### src/rtl/pc_fetch_ctrl_if.sv
// Fetch-control bundle: sequencing requests in from the hazard unit and
// execute stage, program counter and status out to instruction memory.
interface pc_fetch_ctrl_if #(
  parameter int unsigned ADDRESS_WIDTH = 32
);

  logic                     trigger;
  logic                     stall_req;
  logic                     branch_taken;
  logic [ADDRESS_WIDTH-1:0] branch_target;
  logic                     halt_req;
  logic [ADDRESS_WIDTH-1:0] pc;
  logic [ADDRESS_WIDTH-1:0] pcplus4;
  logic                     fetch_valid;
  logic                     flush_fd;
  logic [1:0]               state;
  logic                     stall_timeout;
  logic                     err_misalign;

  // Requester side: drives requests, observes PC and status
  modport master (
    output trigger, stall_req, branch_taken, branch_target, halt_req,
    input  pc, pcplus4, fetch_valid, flush_fd, state, stall_timeout, err_misalign
  );

  // Sequencer side: owns the PC and status
  modport slave (
    input  trigger, stall_req, branch_taken, branch_target, halt_req,
    output pc, pcplus4, fetch_valid, flush_fd, state, stall_timeout, err_misalign
  );

endinterface

### src/rtl/pc_fetch_ctrl.sv
// Fetch-side PC sequencer: idle until started, advance by 4, hold on stalls,
// redirect and flush on taken branches, halt on requests or error conditions.
module pc_fetch_ctrl #(
  parameter int unsigned              ADDRESS_WIDTH = 32,
  parameter logic [ADDRESS_WIDTH-1:0] RESET_VECTOR  = '0,
  parameter int unsigned              MAX_STALL     = 15
) (
  input logic              clk,
  input logic              rst,
  pc_fetch_ctrl_if.slave   bus
);

  // Wide enough to hold MAX_STALL; never narrower than one bit
  localparam int unsigned CNT_W = (MAX_STALL < 1) ? 1 : $clog2(MAX_STALL + 1);

  typedef enum logic [1:0] {
    IDLE  = 2'b00,
    RUN   = 2'b01,
    STALL = 2'b10,
    HALT  = 2'b11
  } state_t;

  state_t                   state_q, state_d;
  logic [ADDRESS_WIDTH-1:0] pc_q, pc_d;
  logic [CNT_W-1:0]         cnt_q, cnt_d;
  logic                     timeout_q, timeout_d;
  logic                     misalign_q, misalign_d;

  logic [ADDRESS_WIDTH-1:0] pc_inc;
  logic [CNT_W-1:0]         cnt_inc;
  logic                     stall_accept;
  logic                     flush;
  logic                     fetch;

  // Sequential PC increment wraps naturally at the address width
  assign pc_inc  = pc_q + ADDRESS_WIDTH'(4);
  assign cnt_inc = cnt_q + CNT_W'(1);

  // A stall only wins when no halt or redirect outranks it
  assign stall_accept = bus.stall_req && !bus.halt_req && !bus.branch_taken;

  // Register stage: state, PC, stall counter and sticky error flags
  always_ff @(posedge clk) begin
    if (rst) begin
      state_q    <= IDLE;
      pc_q       <= RESET_VECTOR;
      cnt_q      <= '0;
      timeout_q  <= 1'b0;
      misalign_q <= 1'b0;
    end else begin
      state_q    <= state_d;
      pc_q       <= pc_d;
      cnt_q      <= cnt_d;
      timeout_q  <= timeout_d;
      misalign_q <= misalign_d;
    end
  end

  // Next-state decision with halt > redirect > stall > advance priority
  always_comb begin
    state_d    = state_q;
    pc_d       = pc_q;
    cnt_d      = cnt_q;
    timeout_d  = timeout_q;
    misalign_d = misalign_q;
    flush      = 1'b0;
    fetch      = 1'b0;

    unique case (state_q)
      IDLE: begin
        if (bus.trigger) begin
          state_d = RUN;
        end
      end

      RUN, STALL: begin
        fetch = (state_q == RUN) && !stall_accept;
        if (bus.halt_req) begin
          state_d = HALT;
        end else if (bus.branch_taken) begin
          flush = 1'b1;
          if (bus.branch_target[1:0] == 2'b00) begin
            pc_d    = bus.branch_target;
            cnt_d   = '0;
            state_d = RUN;
          end else begin
            misalign_d = 1'b1;
            state_d    = HALT;
          end
        end else if (bus.stall_req) begin
          cnt_d = cnt_inc;
          if (cnt_inc == CNT_W'(MAX_STALL)) begin
            timeout_d = 1'b1;
            state_d   = HALT;
          end else begin
            state_d = STALL;
          end
        end else begin
          pc_d    = pc_inc;
          cnt_d   = '0;
          state_d = RUN;
        end
      end

      HALT: begin
        if (bus.trigger) begin
          state_d = RUN;
          pc_d    = RESET_VECTOR;
          cnt_d   = '0;
        end
      end

      default: begin
        state_d = IDLE;
      end
    endcase
  end

  // Drive the bundle
  assign bus.pc            = pc_q;
  assign bus.pcplus4       = pc_inc;
  assign bus.fetch_valid   = fetch;
  assign bus.flush_fd      = flush;
  assign bus.state         = state_q;
  assign bus.stall_timeout = timeout_q;
  assign bus.err_misalign  = misalign_q;

endmodule

### src/flat_wrapper.sv
// flat-port wrapper written by rule: the top's interface ports become plain ports
module pc_fetch_ctrl_flat 
#(
  parameter int unsigned              ADDRESS_WIDTH = 32,
  parameter logic [ADDRESS_WIDTH-1:0] RESET_VECTOR  = '0,
  parameter int unsigned              MAX_STALL     = 15
)
  (clk, rst, bus_trigger, bus_stall_req, bus_branch_taken, bus_branch_target, bus_halt_req, bus_pc, bus_pcplus4, bus_fetch_valid, bus_flush_fd, bus_state, bus_stall_timeout, bus_err_misalign);
  pc_fetch_ctrl_if #(.ADDRESS_WIDTH(ADDRESS_WIDTH)) bus_i ();
  input logic clk;
  input logic rst;
  input wire logic [$bits(bus_i.trigger)-1:0] bus_trigger;
  input wire logic [$bits(bus_i.stall_req)-1:0] bus_stall_req;
  input wire logic [$bits(bus_i.branch_taken)-1:0] bus_branch_taken;
  input wire logic [$bits(bus_i.branch_target)-1:0] bus_branch_target;
  input wire logic [$bits(bus_i.halt_req)-1:0] bus_halt_req;
  output wire logic [$bits(bus_i.pc)-1:0] bus_pc;
  output wire logic [$bits(bus_i.pcplus4)-1:0] bus_pcplus4;
  output wire logic [$bits(bus_i.fetch_valid)-1:0] bus_fetch_valid;
  output wire logic [$bits(bus_i.flush_fd)-1:0] bus_flush_fd;
  output wire logic [$bits(bus_i.state)-1:0] bus_state;
  output wire logic [$bits(bus_i.stall_timeout)-1:0] bus_stall_timeout;
  output wire logic [$bits(bus_i.err_misalign)-1:0] bus_err_misalign;
  assign bus_i.trigger = bus_trigger;
  assign bus_i.stall_req = bus_stall_req;
  assign bus_i.branch_taken = bus_branch_taken;
  assign bus_i.branch_target = bus_branch_target;
  assign bus_i.halt_req = bus_halt_req;
  assign bus_pc = bus_i.pc;
  assign bus_pcplus4 = bus_i.pcplus4;
  assign bus_fetch_valid = bus_i.fetch_valid;
  assign bus_flush_fd = bus_i.flush_fd;
  assign bus_state = bus_i.state;
  assign bus_stall_timeout = bus_i.stall_timeout;
  assign bus_err_misalign = bus_i.err_misalign;
  pc_fetch_ctrl #(.ADDRESS_WIDTH(ADDRESS_WIDTH), .RESET_VECTOR(RESET_VECTOR), .MAX_STALL(MAX_STALL)) u_core (.clk(clk), .rst(rst), .bus(bus_i));
endmodule
### config.mk
export PLATFORM = sky130hd
export DESIGN_NAME = pc_fetch_ctrl_flat
export DESIGN_NICKNAME = d
export VERILOG_FILES = /design/src/rtl/pc_fetch_ctrl_if.sv /design/src/rtl/pc_fetch_ctrl.sv /design/src/flat_wrapper.sv
export SDC_FILE = /design/constraint.sdc
export NUM_CORES = 1
export LEC_CHECK = 0
export ABC_AREA = 0
export CORE_MARGIN = 4
export CORE_UTILIZATION = 40
export DETAILED_ROUTE_END_ITERATION = 16
export GPL_TIMING_DRIVEN = 0
export PLACE_DENSITY = 0.75
export SLEW_MARGIN = 25
export SYNTH_ARGS = -nofsm -noshare
export SYNTH_HDL_FRONTEND = slang
export SYNTH_SLANG_ARGS = --single-unit
### constraint.sdc
create_clock -name clk -period 2.1 [get_ports clk]
set_input_delay 0.315 -clock clk [delete_from_list [all_inputs] [get_ports clk]]
set_output_delay 0.315 -clock clk [all_outputs]
set_load 0.05 [all_outputs]
# Yosys cells after proc, flatten, opt, wreduce, memory -nomap -nowiden
# Cells that the tools add are included.
# classes
n_addsub	2
n_eq_ne	9
n_mux	23
n_bitwise	3
reduce_logical	15
# op_table
operator	n
two-way mux 32 bit	5
one-hot mux 32 bit (2 select lines)	1
adder 32 x 3 -> 32 bit (second input constant)	1
two-way mux 4 bit	5
two-way mux 2 bit	5
AND reduction 5 bit	2
one-hot mux 4 bit (2 select lines)	1
AND reduction 4 bit	2
two-way mux 1 bit	5
adder 4 x 1 -> 4 bit (second input constant)	1
== test 2 bit (second input constant)	2
== test 4 bit (second input constant)	1
zero test 2 bit	2
!= test 2 bit (second input constant)	2
one-hot mux 2 bit (2 select lines)	1
OR reduction 2 bit	2
logical AND 1 bit	3
zero test 1 bit	3
!= test 3 x 2 -> 1 bit (second input constant)	1
!= test 3 bit (second input constant)	1
inverter 1 bit	3
== test 2 x 1 -> 1 bit (second input constant)	1
!= test 2 x 1 -> 1 bit (second input constant)	1
nonzero test 2 bit	1
# word_totals
register_bits	40
input_bits	38
out_inout_bits	70
wordCells	57

# Depth between registers and ports, before layout
# Gate-level depths: netlist (run 1).
# logic_depth
word_depth	7
ltp_mapped	9

# Least setup slack after synthesis (run 1)
# No wires, ideal clock.
# synth_timing
path_kind	register -> output
startpoint	register u_core.pc_q[5], in the netlist u_core.bus.pc[5]
endpoint	output bus_pcplus4[27]
arrival_time_ns	2.745
required_ns	1.785
slack_ns	-0.960
stages_incl_launch_ff	7
n_path_buf	2
path_cell_list	dfxtp_1 buf_2 nand4_1 nor4_2 buf_2 nand4_1 xnor2_1
# synth_between
elab_chain_len	1
# synth_lines
item	line	rtl
start: declaration	pc_fetch_ctrl.sv:24	logic [ADDRESS_WIDTH-1:0] pc_q, pc_d;
start signal: assignment	pc_fetch_ctrl.sv:52	pc_q <= pc_d;
adder 32 x 3 -> 32 bit	pc_fetch_ctrl.sv:36	assign pc_inc = pc_q + ADDRESS_WIDTH'(4);
end: declaration	flat_wrapper.sv:18	output wire logic [$bits(bus_i.pcplus4)-1:0] bus_pcplus4;
# Every way passes these cells.

# Final worst setup path (run 1)
# layout_timing
startpoint	register u_core.pc_q[2], in the netlist u_core.bus.pc[2]
endpoint	output bus_pcplus4[29]
# Same word-level chain as after synthesis.

==> results of run 1 <==
## worst register-to-register path: cells and delay by family (launching register included)
kind / cells / cell delay, ps
AOI/OAI and AO/OA: 3 / 510
adders and majority gates: 1 / 140
buffers and inverters: 7 / 730
DFF: 1 / 380
and+or+nand+nor: 2 / 450
## worst max-delay path by stage
stage / from / endpoint / cells past startpoint
6_report: u_core.bus.pc[2] / bus_pcplus4[29] / 7
5_1_grt: u_core.bus.pc[5] / bus_pcplus4[27] / 7
4_1_cts: u_core.bus.pc[2] / bus_pcplus4[27] / 7
3_5_place_dp: u_core.bus.pc[5] / bus_pcplus4[27] / 7
3_3_place_gp: u_core.bus.pc[5] / bus_pcplus4[27] / 7
2_1_floorplan: u_core.bus.pc[10] / bus_pcplus4[27] / 6
## layer usage
layer,GRT usage,share of wire
met5,0,0
met4,0.07286,0.034
met3,0.04971,0.071
met2,0.4169,0.49
met1,0.3308,0.40
## cells by family (layout without fill, tap and decap cells)
kind of cell | Yosys count | after routing | synth area share
AO/OA/AOI/OAI | 80 | 80 | 0.1886
XOR/XNOR | 30 | 30 | 0.09430
adder cells (fa/ha/maj) | 5 | 5 | 0.02245
buffers and inverters | 38 | 221 | 0.05748
flip-flops | 40 | 40 | 0.2874
multiplexers | 11 | 11 | 0.03952
AND/OR/NAND/NOR | 161 | 161 | 0.3103
## power groups by stage
stage | combinational [mW] | clock [mW] | sequential (mW)
finish | 1.05 | 0.523 | 0.862
global route | 1.11 | 0.551 | 0.869
detailed placement | 0.914 | 0 | 0.878
CTS | 0.961 | 0.522 | 0.860
floorplan | 0.470 | 0 | 1.00
global placement | 0.903 | 0 | 0.877
## registers in the layout, summed over array words and instances, names as in the netlist
name,count
u_core.bus.pc,32
u_core.bus.err_misalign,1
u_core.bus.state,2
u_core.bus.stall_timeout,1
u_core.cnt_q,4
## synth_stat cells (5+ instances only)
master    count  area share
nor4_1        5       0.011
ha_1          5       0.022
clkbuf_1     19       0.026
a22oi_1      10       0.027
inv_1        11       0.015
xnor2_1      21       0.066
nor2_1       35       0.047
nand2_1      36       0.048
o311ai_0      7       0.022
a31oi_1       8       0.018
and4_1        5       0.016
nor3_1        9       0.016
buf_2         5      0.0090
mux2i_1      11       0.040
a21oi_1      17       0.031
dfxtp_1      40        0.29
nand3_1      21       0.038
and3_1       12       0.027
xor2_1        9       0.028
o21ai_0      19       0.034
nand4_1       8       0.018
or3_1        11       0.025
## area by class of cell
class                   count  area [sq um]
flip-flops and latches     40         895.9
inverters                  11         41.29
multi-input cells         287          2522
fillers                   403          1301
clock inverters             1         5.005
well taps                  96         120.1
clock buffers               7         76.32
plain buffers              20         141.4
repair buffers            182          1690
## timing repair
item | 4_1_cts | 5_1_grt
pin swaps | 23 | 24
setup buffers | 46 | 33
resized for setup | 211 | 70
endpoints found under the setup margin | 55 | 48
gates cloned | 0 | 0
==> flow_metrics.tcl, run 1 <==
set metrics [dict create \
    status "finished, violations left" \
    violations "negative setup slack" \
    grt_use_total 0.2520 \
    relSlewSlack 0.5851 \
    initial_core_util 0.4101 \
    utilization 0.8085 \
    ir_worst_vdd_uv 343.2 \
    grt_pass1_vias 3479 \
    p_comb_frac 0.432 \
    synth_edf_count 0 \
    drtAntennaViolNets 0 \
    r2r-end "u_core.bus.pc[30]" \
    start_kind "register" \
    cts_made_buffers 5 \
    worst_path_max_delay_cell "nor4_4" \
    fin_hold_ws_ps 478.1 \
    min_period_ps 2358 \
    synth_area_per_cell_sq_um 7.634 \
    routedWlPerCell_um 18.63 \
    power.switching_mw 0.9915 \
    first_pass_iters 5 \
    synthCells 365 \
    holdPathEnd "u_core.bus.err_misalign" \
    p_seq_frac 0.353 \
    drc 0 \
    h-tree-depth 2 \
    fin_setup_tns_ps -3084 \
    clkSlewWorstSetupHoldPaths_ps 90 \
    place_inst 566 \
    core_area_sq_um 6794 \
    layout_common_cells "clkdlybuf4s50_1 (73), buf_4 (68), buf_6 (36)" \
    synthesis.area_sq_um 2786 \
    r2r_start "u_core.bus.pc[2]" \
    p_sw_frac 0.4066 \
    grt_antenna_before_repair 0 \
    pre_cts_slack_ps -904.2 \
    hold_buffers 0 \
    finalMaxSlewViolations 0 \
    worst_hold_path_type "register to register" \
    dp_hpwl_um 7428 \
    grt_pass1_wl_um 17370 \
    drt-initial-drc-count 308 \
    numClockSinks 40 \
    pwr-share-clk 0.215 \
    worstPathMaxFanout 4 \
    rsz0062_at_grt "yes" \
    finalNetCount 590 \
    total_power_mw 2.439 \
    cts.path.max_buffers 2 \
    ys.flop_type "dfxtp_1" \
    yosysWarnings 0 \
    grt_max_degree 13 \
    synthesis.nets 408 \
    cp_data_required_time_ps 1780 \
    numPortBuffers 105 \
    final_layout_size_suffix_gt1_frac 0.4179 \
    diodes 0 \
    worst_slew_pin_slew_ps 622.3 \
    critPathMaxStageDelay_ps 390 \
    place_area_sq_um 4497 \
    p_leak_nw 2.392 \
    critical_path.n_buffers_inverters 3 \
    r2r_cells 13 \
    hold_viol 0 \
    yosysSeqAreaShare 0.2874 \
    rrSetupSlack_ps -210 \
    pwr_density_cell_nw_per_um2 444.0 \
    yosysUniqueCellTypes 46 \
    cts_root_buf "clkbuf_8" \
    die_area_sq_um 8365 \
    final_common_cell "clkdlybuf4s50_1" \
    critPathTopFamily "simple AND/OR/NAND/NOR gates" \
    cp_cell_sequence "nand4_1 > nor4_4 > buf_4 > buf_4 > nand3_4 > xnor2_4 > buf_6" \
    die_y_um 91.46 \
    clock_skew_ps 9.638 \
    area_delta_synth_final_pct 97.13 \
    vias 3799 \
    grt.overflow.total 0 \
    max-cap-violations 0 \
    cts_tree "done" \
    via_per_inst 5.899 \
    globalplace.congestion 0.9106 \
    min-delay-start "u_core.bus.err_misalign" \
    fin_ws_ps -257.7 \
    intPower_mw 1.447 \
    critPathArrivalTime_ps 2040 \
    min_period_over_period 1.123 \
    clock_latency_ps 300 \
    synthArstFlopShare 0 \
    fmax_mhz 424.1 \
    critPathKind "register to output pin" \
    cp-end-kind "output pin" \
    rows 30 \
    fin_cells 644 \
    stdcell_area_sq_um 5493 \
    fp.dieW_um 91.46 \
    wl_um 12000 \
    ys_ff_latch 40 \
    hold_depth 1 \
    ios 108 \
    setup_viol 19 \
    crit_top_cell "buf_4" \
]
Note: power is estimated with default switching activity, not from simulation.
==> run 2, diff against run 1 <==
--- a/config.mk
+++ b/config.mk
@@ -6,9 +6,11 @@
 export NUM_CORES = 1
 export LEC_CHECK = 0
 export ABC_AREA = 0
+export CORE_ASPECT_RATIO = 1.4
 export CORE_MARGIN = 4
 export CORE_UTILIZATION = 40
 export DETAILED_ROUTE_END_ITERATION = 16
+export GPL_ROUTABILITY_DRIVEN = 1
 export GPL_TIMING_DRIVEN = 0
 export PLACE_DENSITY = 0.75
 export SLEW_MARGIN = 25
==> flow_metrics.tcl, run 2 (synthesis gave the netlist of run 1 again) <==
set metrics [dict create \
    r2r-end "u_core.bus.pc[30]" \
    pre_cts_slack_ps -939.7 \
    grt_max_degree 12 \
    clkSlewWorstSetupHoldPaths_ps 80 \
    min_period_over_period 1.105 \
    dp_hpwl_um 7559 \
    utilization 0.8131 \
    status "finished, violations left" \
    rsz0062_at_grt "yes" \
    h-tree-depth 2 \
    grt_pass1_vias 3547 \
    core_area_sq_um 6700 \
    stdcell_area_sq_um 5448 \
    via_per_inst 5.908 \
    finalNetCount 582 \
    vias 3734 \
    r2r_cells 8 \
    worstPathMaxFanout 8 \
    max-cap-violations 0 \
    holdPathEnd "u_core.bus.err_misalign" \
    area_delta_synth_final_pct 95.51 \
    routedWlPerCell_um 19.43 \
    diodes 0 \
    fin_hold_ws_ps 481.2 \
    cts_tree "done" \
    drtAntennaViolNets 0 \
    ir_worst_vdd_uv 370.9 \
    die_y_um 106.8 \
    layout_common_cells "clkdlybuf4s50_1 (73), buf_4 (61), buf_6 (35)" \
    numPortBuffers 105 \
    min-delay-start "u_core.bus.err_misalign" \
    fin_cells 632 \
    die_area_sq_um 8385 \
    fp.dieW_um 78.54 \
    clock_latency_ps 300 \
    clock_skew_ps 5.018 \
    place_inst 562 \
    violations "negative setup slack" \
    fin_setup_tns_ps -2026 \
    worst_hold_path_type "register to register" \
    fmax_mhz 431.1 \
    wl_um 12280 \
    globalplace.congestion 0.8858 \
    hold_depth 1 \
    drc 0 \
    cts_made_buffers 5 \
    grt_antenna_before_repair 0 \
    worst_slew_pin_slew_ps 626.0 \
    place_area_sq_um 4492 \
    final_common_cell "clkdlybuf4s50_1" \
    setup_viol 21 \
    critPathKind "register to output pin" \
    grt_pass1_wl_um 17620 \
    initial_core_util 0.4159 \
    p_leak_nw 2.338 \
    min_period_ps 2320 \
    numClockSinks 40 \
    r2r_start "u_core.bus.state[1]" \
    cp_data_required_time_ps 1780 \
    pwr_density_cell_nw_per_um2 451.7 \
    first_pass_iters 5 \
    largest_reg_flops 32 \
    cp-end-kind "output pin" \
    grt.overflow.total 0 \
    rrSetupSlack_ps 60 \
    cts_root_buf "clkbuf_8" \
    critPathArrivalTime_ps 2000 \
    grt_use_total 0.2608 \
    finalMaxSlewViolations 0 \
    start_kind "register" \
    cts.path.max_buffers 2 \
    relSlewSlack 0.5798 \
    drt-initial-drc-count 277 \
    hold_viol 0 \
    rows 35 \
    fin_ws_ps -219.7 \
    fill_cells 438 \
    ios 108 \
    final_layout_size_suffix_gt1_frac 0.4130 \
    total_power_mw 2.461 \
]
==> run 2: final cells by class <==
| type | count | area [sq um] | area share |
|---|---|---|---|
| clock buffer | 8 | 90.09 | 0.01654 |
| tap | 92 | 115.1 | 0.02113 |
| timing repair buffer | 174 | 1655 | 0.3039 |
| buffer | 20 | 132.6 | 0.02435 |
| multi-input combinational | 287 | 2520 | 0.4626 |
| sequential | 40 | 890.9 | 0.1635 |
| inverter | 11 | 43.79 | 0.008039 |
==> run 2: where the power goes <==
group	internal [mW]	total (mW)	switching [mW]
sequential	0.796	0.867	0.0706
combinational	0.410	1.04	0.632
clock	0.269	0.551	0.283
total	1.47	2.46	0.986
==> run 2: per-layer routing <==
layer,up-vias,track usage,share of wire
met3,67,0.05294,0.075
met2,247,0.4708,0.53
met1,1741,0.2803,0.34
met5,-,0,0
li1,1679,-,-
met4,0,0.1400,0.061
==> run 2: how the worst max path moves through the flow <==
stage,from,to,slack [ps],depth (start not counted)
after floorplan,u_core.bus.pc[10],bus_pcplus4[27],-180,6
final,u_core.bus.pc[6],bus_pcplus4[27],-220,6
after global placement,u_core.bus.pc[5],bus_pcplus4[27],-940,7
after detailed placement,u_core.bus.pc[5],bus_pcplus4[27],-940,7
after global routing,u_core.bus.pc[6],bus_pcplus4[27],-280,6
after CTS,u_core.bus.pc[3],bus_pcplus4[27],-320,6
==> run 2: worst max-delay path, stage by stage, from the launching register on <==
cell,delay [ps]
dfxtp_4,410
nand4_4,170
nor4_4,340
buf_6,160
nand4_1,220
xnor2_4,230
buf_6,170
==> run 2: timing repair <==
action / CTS / global route
setup endpoints to repair: 59 / 50
pin swaps: 22 / 31
buffers inserted: 35 / 33
resized for setup: 231 / 58
hold buffers: 0 / 0
cloned: 1 / 1
==> run 3, diff against run 2 <==
--- a/config.mk
+++ b/config.mk
@@ -5,13 +5,12 @@
 export SDC_FILE = /design/constraint.sdc
 export NUM_CORES = 1
 export LEC_CHECK = 0
-export ABC_AREA = 0
 export CORE_ASPECT_RATIO = 1.4
 export CORE_MARGIN = 4
 export CORE_UTILIZATION = 40
 export DETAILED_ROUTE_END_ITERATION = 16
 export GPL_ROUTABILITY_DRIVEN = 1
-export GPL_TIMING_DRIVEN = 0
+export GPL_TIMING_DRIVEN = 1
 export PLACE_DENSITY = 0.75
 export SLEW_MARGIN = 25
 export SYNTH_ARGS = -nofsm -noshare
==> flow_metrics.tcl, run 3 (synthesis gave the netlist of run 1 again) <==
set metrics [dict create \
    status "finished, violations left" \
    violations "negative setup slack" \
    first_pass_iters 5 \
    clkSlewWorstSetupHoldPaths_ps 90 \
    grt_antenna_before_repair 0 \
    pre_cts_slack_ps -183.1 \
    clock_skew_ps 10.00 \
    worstPathMaxFanout 7 \
    diodes 0 \
    die_area_sq_um 8385 \
    met2_usage 0.5158 \
    final_common_cell "buf_4" \
    cts_made_buffers 5 \
    critPathKind "register to output pin" \
    dp_hpwl_um 8057 \
    clock_latency_ps 300 \
    h-tree-depth 2 \
    vias 3812 \
    cts_tree "done" \
    grt.overflow.total 0 \
    grt_pass1_wl_um 18600 \
    relSlewSlack 0.6471 \
    cts.path.max_buffers 2 \
    total_power_mw 2.721 \
    hold_viol 0 \
    finalNetCount 593 \
    area_delta_synth_final_pct 109.3 \
    cts_root_buf "clkbuf_8" \
    final_layout_size_suffix_gt1_frac 0.4356 \
    numClockSinks 40 \
    critPathArrivalTime_ps 2080 \
    grt_use_met3 0.04286 \
    initial_core_util 0.4159 \
    endpoint "bus_pcplus4[27]" \
    p_leak_nw 2.483 \
    min_period_ps 2400 \
    wl_um 13170 \
    min_period_over_period 1.143 \
    cp-end-kind "output pin" \
    max-cap-violations 0 \
    drtAntennaViolNets 0 \
    grt_max_degree 28 \
    largest_reg_flops 32 \
    ir_worst_vdd_uv 466.5 \
    setup_viol 20 \
    via_per_inst 5.928 \
    r2r-end "u_core.bus.pc[25]" \
    busiest_layer "met2" \
    cp_data_required_time_ps 1780 \
    fmax_mhz 416.7 \
    rsz0062_at_grt "yes" \
    core_area_sq_um 6700 \
    rows 35 \
    finalMaxSlewViolations 0 \
    fin_hold_ws_ps 481.4 \
    worst_slew_pin_slew_ps 527.7 \
    hold_depth 1 \
    fp.dieW_um 78.54 \
    grt_use_total 0.2765 \
    globalplace.congestion 0.9068 \
    fill_cells 343 \
    drc 0 \
    r2r_start "u_core.bus.pc[10]" \
    use_met1 0.2980 \
    layout_common_cells "buf_4 (84), clkdlybuf4s50_1 (74), nor2_1 (30), buf_12 (30), nand2_1 (28)" \
    die_y_um 106.8 \
    numPortBuffers 107 \
    routedWlPerCell_um 20.49 \
    rrSetupSlack_ps -100 \
    r2r_cells 9 \
    fin_ws_ps -300.0 \
    pwr_density_cell_nw_per_um2 466.6 \
    crit_path_start "u_core.bus.pc[10]" \
    ios 108 \
    utilization 0.8704 \
    grt_pass1_vias 3747 \
    worst_hold_path_type "register to register" \
    start_kind "register" \
    hold_buffers 0 \
    drt-initial-drc-count 342 \
]
run 3: critical path, stage by stage (launching register included):
cell	delay, ps
dfxtp_4	390
nand4_1	250
nor4_4	370
buf_12	170
nand4_1	210
xnor2_4	230
buf_12	160
run 3: how the worst min path moves through the flow:
| stage | slack, ps | start | end |
|---|---|---|---|
| global placement | 450 | u_core.bus.err_misalign | u_core.bus.err_misalign |
| floorplan | 430 | bus_branch_target[26] | u_core.bus.pc[26] |
| CTS | 480 | u_core.bus.err_misalign | u_core.bus.err_misalign |
| detailed placement | 460 | u_core.bus.stall_timeout | u_core.bus.stall_timeout |
| finish | 480 | u_core.bus.err_misalign | u_core.bus.err_misalign |
| global route | 490 | u_core.bus.err_misalign | u_core.bus.err_misalign |
run 3: power by group:
part / switching [mW] / internal, mW
Combinational: 0.654 / 0.517
Sequential: 0.0654 / 0.796
Clock: 0.305 / 0.384
run 3: area by class of cell:
| class | count | area (sq um) | share of cell area |
|---|---|---|---|
| Multi-Input combinational cell | 287 | 2500 | 0.4287 |
| Sequential cell | 40 | 887.1 | 0.1521 |
| Tap cell | 92 | 115.1 | 0.01974 |
| Clock buffer | 6 | 82.58 | 0.01416 |
| Clock inverter | 2 | 33.78 | 0.005793 |
| Inverter | 11 | 43.79 | 0.007509 |
| Timing Repair Buffer | 205 | 2170 | 0.3720 |
run 3: stage by stage:
step	area [sq um]	cells	setup TNS, ps
5_1_grt	5832	643	-4035
6_report	5832	643	-3012
3_3_place_gp	5059	591	-1141
3_5_place_dp	5059	591	-1743
4_1_cts	5533	625	-1128
2_1_floorplan	3326	365	-474.4
run 3: what timing repair did:
item	in CTS	in global routing
setup endpoints to repair	20	38
setup buffers	27	22
gates cloned	0	0
resized for setup	35	37
pin swaps	22	17
run 3: routing by layer:
| layer | part of all wire | vias up |
|---|---|---|
| met5 | 0 | - |
| met4 | 0.053 | 0 |
| met3 | 0.070 | 73 |
| met2 | 0.53 | 248 |
| met1 | 0.34 | 1794 |
| li1 | - | 1697 |
